### config.mk
export PLATFORM = sky130hd
export DESIGN_NAME = il1_fill_controller
export DESIGN_NICKNAME = d
export VERILOG_FILES = /design/src/rtl/il1_fill_controller.sv
export SDC_FILE = /design/constraint.sdc
export NUM_CORES = 1
export LEC_CHECK = 0
export BUFFER_PORTS_ARGS = -buffer_cell sky130_fd_sc_hd__clkbuf_2
export CELL_PAD_IN_SITES_DETAIL_PLACEMENT = 2
export CELL_PAD_IN_SITES_GLOBAL_PLACEMENT = 2
export CORE_ASPECT_RATIO = 2
export CORE_UTILIZATION = 29
export DETAILED_ROUTE_END_ITERATION = 8
export PLACE_DENSITY = 0.9
export SYNTH_ARGS = -nofsm -noshare
export SYNTH_HDL_FRONTEND = slang
export SYNTH_SLANG_ARGS = --single-unit
### constraint.sdc
create_clock -name clk -period 2.6 [get_ports clk]
set_input_delay 0.52 -clock clk [delete_from_list [all_inputs] [get_ports clk]]
set_output_delay 0.52 -clock clk [all_outputs]
set_load 0.005 [all_outputs]
### src/rtl/il1_fill_controller.sv
// L1 instruction-store fill engine: fetches one aligned block from the next
// memory level word by word and writes each returned word into the L1 store.
module il1_fill_controller #(
    parameter int unsigned ADDR_W      = 5,
    parameter int unsigned DATA_W      = 16,
    parameter int unsigned MEM_ADDR_W  = 16,
    parameter int unsigned BLOCK_WORDS = 4
) (
    input  logic                  clk,
    input  logic                  reset,
    input  logic                  miss_valid,
    input  logic [MEM_ADDR_W-1:0] miss_addr,
    output logic                  miss_ready,
    output logic                  mem_req,
    output logic [MEM_ADDR_W-1:0] mem_addr,
    input  logic                  mem_ack,
    input  logic [DATA_W-1:0]     mem_rdata,
    output logic                  l1_mode,
    output logic [ADDR_W-1:0]     l1_write_address,
    output logic [DATA_W-1:0]     l1_write_value,
    output logic                  busy,
    output logic                  fill_done
);

    localparam int unsigned OFFSET_W = $clog2(BLOCK_WORDS);
    localparam int unsigned COUNT_W  = OFFSET_W + 1;

    // Clears the in-block offset bits of the missing address.
    localparam logic [MEM_ADDR_W-1:0] ALIGN_MASK = ~MEM_ADDR_W'(BLOCK_WORDS - 1);
    localparam logic [COUNT_W-1:0]    LAST_COUNT = COUNT_W'(BLOCK_WORDS - 1);

    typedef enum logic [1:0] {
        IDLE  = 2'd0,
        REQ   = 2'd1,
        WRITE = 2'd2,
        DONE  = 2'd3
    } fillState_t;

    fillState_t              stateQ;
    fillState_t              stateD;
    logic [MEM_ADDR_W-1:0]   baseQ;
    logic [MEM_ADDR_W-1:0]   baseD;
    logic [COUNT_W-1:0]      countQ;
    logic [COUNT_W-1:0]      countD;
    logic [DATA_W-1:0]       dataQ;
    logic [DATA_W-1:0]       dataD;
    logic [MEM_ADDR_W-1:0]   wordAddr;

    // Base is aligned, so adding the in-block count never carries out.
    assign wordAddr = baseQ + MEM_ADDR_W'(countQ);

    // State and datapath registers; reset aborts any fill in flight.
    always_ff @(posedge clk or posedge reset) begin
        if (reset) begin
            stateQ <= IDLE;
            baseQ  <= '0;
            countQ <= '0;
            dataQ  <= '0;
        end else begin
            stateQ <= stateD;
            baseQ  <= baseD;
            countQ <= countD;
            dataQ  <= dataD;
        end
    end

    // Next-state and Moore output decode.
    always_comb begin
        stateD           = stateQ;
        baseD            = baseQ;
        countD           = countQ;
        dataD            = dataQ;
        miss_ready       = 1'b0;
        mem_req          = 1'b0;
        mem_addr         = '0;
        l1_mode          = 1'b0;
        l1_write_address = '0;
        l1_write_value   = '0;
        busy             = 1'b0;
        fill_done        = 1'b0;

        unique case (stateQ)
            IDLE: begin
                // Held low while reset is asserted so every output reads 0.
                miss_ready = ~reset;
                if (miss_valid) begin
                    baseD  = miss_addr & ALIGN_MASK;
                    countD = '0;
                    stateD = REQ;
                end
            end

            REQ: begin
                busy     = 1'b1;
                mem_req  = 1'b1;
                mem_addr = wordAddr;
                if (mem_ack) begin
                    dataD  = mem_rdata;
                    stateD = WRITE;
                end
            end

            WRITE: begin
                busy             = 1'b1;
                l1_mode          = 1'b1;
                l1_write_address = ADDR_W'(wordAddr);
                l1_write_value   = dataQ;
                if (countQ == LAST_COUNT) begin
                    stateD = DONE;
                end else begin
                    countD = countQ + COUNT_W'(1);
                    stateD = REQ;
                end
            end

            DONE: begin
                busy      = 1'b1;
                fill_done = 1'b1;
                stateD    = IDLE;
            end

            default: begin
                stateD = IDLE;
            end
        endcase
    end

endmodule

Yosys cells after proc, flatten, opt, wreduce, memory -nomap -nowiden. Index checks and enable logic that the tools add are counted.

Register bits: 35. Latch bits: 0. Memory bits (writable): 0. Bits in read-only memories: 0. Bits of input ports: 36. Output and inout bits: 42. Logic and storage cells: 36. Memories kept: 0.

$add $sub $neg: 2. $mul: 0. Div/mod/pow operators: 0. Order comparisons: 0. Equal/unequal tests: 7. Shift-type cells: 0. Multiplexer cells: 15. Bitwise logic cells: 1. Reduce and logical (&&, ||, !) cells: 7.

Operators with widths (number): 2-to-1 mux 16 bit (2); adder 16 x 3 -> 16 bit (1); case mux 2 bit (4 select lines) (1); 2-to-1 mux 2 bit (3); 2-to-1 mux 3 bit (2); != test 2 bit (second input constant) (3); case mux 3 bit (2 select lines) (1); AND reduction 2 bit (3); 2-to-1 mux 1 bit (5); 2-to-1 mux 5 bit (1); equality test 2 bit (second input constant) (2); adder 3 x 1 -> 3 bit (second input constant) (1); equality test 3 x 2 -> 1 bit (second input constant) (1); AND reduction 3 bit (1); OR reduction 3 bit (1); equality test 2 x 1 -> 1 bit (second input constant) (1); zero test 2 bit (1); nonzero test 2 bit (1); inverter 1 bit (1).

Logic depth before layout (Yosys ltp).
Depth after elaboration: 3. Mapped depth: 6. Depth with buffers taken out: 5.

Worst setup path after synthesis. No wires, ideal clock.

Path type: reg-to-output. Start point: register countQ[2]. End point: output mem_addr[12]. Data arrival time: 1.559 ns. Required time: 2.080 ns. Setup slack: 0.521 ns. Cell stages (with the launch flop): 6. Buffers on the path: 0. Cells stage by stage: dfrtp_1 ha_1 ha_1 nand3_2 or4_1 a21oi_1.

Word-level cells in the longest chain between the ends: 2.

Ends and longest elaborated chain: from (decl) (RTL line 43) `logic [COUNT_W-1:0] countQ;`; from (signal assigned) (RTL line 62) `countQ <= countD;`; adder 16 x 3 -> 16 bit (RTL line 50) `assign wordAddr = baseQ + MEM_ADDR_W'(countQ);`; 2-to-1 mux 16 bit (RTL line 82) `unique case (stateQ)`; to (decl) (RTL line 15) `output logic [MEM_ADDR_W-1:0] mem_addr,`.

No other way between the ends.

Worst setup path after layout. Same ends and word-level chain as after synthesis.

==> impl_results.md <==
- Count of boundary I/O pins: 78
- Netlist cell types: 37
- Commonest cells after routing, fill and taps aside: 75 x clkbuf_2, 35 x dfrtp_1, 26 x and2_1
- Seq/Total Area, Yosys: 45.4%
- Max-slew violations: 0
- HPWL Detailed: 4.20 mm
- Setup TNS: 0 ps
- Total gr overflow: 0
- Core area: 0.00636 mm2
- RSZ-0062 raised after global routing: false
- Max_slew headroom: 57.8%
- Starting Density: 30.3%
- Routed vias/inst: 4.82
- Worst setup EP type: primary output
- Routed length per instance: 16.2 um
- Most common flop cell mapped by yosys: dfrtp_1
- Type of origin of the critical path: flop
- First-pass GRT wire length: 8.95 mm
- Synth Cell Area: 0.00193 mm2
- Sinks on Clock Net: 35
- Area after DPL: 0.00239 mm2
- Clk_skew: 2.90 ps
- Commonest non-fill, non-tap cell in the layout: clkbuf_2
- DRC Markers: 0
- Clock Tree Buf Depth: 2
- Die Y: 117 um
- Cells after Synth: 171
- EDFF count, synth: 0
- Iter 0 DRT Violations: 44
- Ys async rst share: 100%
- # diodes: 0
- Status: completed
- Clock-pin slew on the worst setup and hold paths: 50 ps
- Number of nets in the layout: 291
- F_max: 403 MHz
- Hold Path Class: in2async
- Avg Inst Size Synth: 11.3 um2
- Number of global-route vias before repair: 1833
- Measured slew at the worst slew-check pin: 633 ps
- Req. time, crit path: 2080 ps
- Largest net degree at the start of global routing: 24
- CTS Hold Bufs: 0
- Worst-path fanout max: 8
- Synth warn: 0
- Peak supply drop: 488 uV
- Area of the die: 0.00700 mm2
- Fin area: 0.00256 mm2
- CP Class: reg2out
- Max_cap viols: 0
- TritonRoute pass-1 iters: 3
- Synth-to-layout area growth: 32.9%
- Num rows: 41
- CP arrival: 1960 ps
- CTS Root Cell: clkbuf_16
- Layout cells sized above 1: 48.8%
- Initial antenna violation count: 0
- Final setup vio count: 0
- Final-report hold violation count: 0
- Num CTS Buffers: 5
- Final Cycle Share: 95.3%
- Buffers added on ports: 75
- Minimum clock period: 2480 ps
- Gpl congestion: 0.753
- LEAKAGE: 1.25 nW
- Antenna viol nets, final: 0
- Synthesized Nets: 211
- GRT Util Overall: 17.3%
- Clock Latency Late Sink: 280 ps
- Via count: 1618
- Final WL: 5.43 mm
- Pwr dens: 1080 mW/mm2
- Die Wd: 59.7 um
- TritonCTS clock tree: built
- CTS H-tree depth: 2
- Seq cells post-synth: 35
-- critical path: stages (launching register included) --
cell and delay, ps:
dfrtp_1 410, ha_4 180, ha_4 150, nand3_4 130, or4_1 520, a21oi_1 160, clkbuf_2 130
-- worst paths after layout --
check | startpoint | endpoint | slack (ps) | depth (start not counted)
max | countQ[2] | mem_addr[12] | 120 | 6
min | reset | baseQ[10] | 290 | 2
max reg2reg | countQ[0] | countQ[0] | 790 | 5
min reg2reg | dataQ[9] | dataQ[9] | 500 | 1
max in group asynchronous | reset | baseQ[2] | 1570 | 3
min in group clk | miss_addr[13] | baseQ[13] | 450 | 3
-- per-layer routing --
layer / track usage (%) / part of all wire (%)
met1: 15.2 / 32
met2: 34.0 / 61
met3: 3.97 / 4.2
met4: 7.56 / 2.3
met5: 0 / 0
-- final cells by class --
type                            instances  area (um2)
Clock buffer                            6         129
Fill cell                             753        3800
Inverter                                7        31.3
Multi-Input combinational cell        122        1010
Sequential cell                        35         876
Tap cell                               86         108
Timing Repair Buffer                   80         413
-- stage by stage --
stage | setup WS [ps] | hold WS (ps) | utilization [%] | power [mW] | std cells
2_1_floorplan | 521 | 470 | - | 1.78 | 171
4_1_cts | 11.2 | 309 | 40.0 | 2.80 | 335
6_report | 122 | 293 | 40.3 | 2.76 | 336
5_1_grt | 7.54 | 336 | 40.3 | 2.97 | 336
3_5_place_dp | 197 | 492 | 37.6 | 2.21 | 329
3_3_place_gp | 301 | 480 | 37.6 | 2.12 | 329
-- flip-flops by register name, summed over array words and instances (netlist names) --
signal  cells
baseQ      14
countQ      3
stateQ      2
dataQ      16
-- repair_timing --
| action | CTS | global route |
|---|---|---|
| setup buffers | 0 | 1 |
| resized for setup | 4 | 1 |
| setup endpoints to repair | 3 | 2 |
-- cell usage after synthesis (3+ instances only) --
| cell | number | area (um2) |
|---|---|---|
| a21oi_1 | 6 | 30.0 |
| and2_1 | 26 | 163 |
| dfrtp_1 | 35 | 876 |
| ha_1 | 4 | 50.1 |
| inv_1 | 6 | 22.5 |
| mux2_2 | 19 | 214 |
| mux2_4 | 9 | 135 |
| nand2_1 | 10 | 37.5 |
| nand2b_1 | 3 | 18.8 |
| nor2_1 | 5 | 18.8 |
| o21ai_0 | 5 | 25.0 |
| o31ai_1 | 4 | 30.0 |
| or4_1 | 4 | 30.0 |
-- power breakdown --
part / switching, mW / leakage (nW) / total (mW) / internal, mW
sequential: 0.255 / 0.419 / 1.07 / 0.812
clock: 0.216 / 0.0628 / 0.560 / 0.344
combinational: 0.514 / 0.769 / 1.13 / 0.616
-- kinds of logic after synthesis --
group	count (synthesis)	synth area share, %
adder cells (fa/ha/maj)	4	2.60
flip-flops	35	45.4
buffers and inverters	14	4.09
multiplexers	30	19.1
XOR/XNOR	3	1.36
AO/OA/AOI/OAI	20	6.42
AND/OR/NAND/NOR	65	21.0
Power figures use the tool's default switching activity.
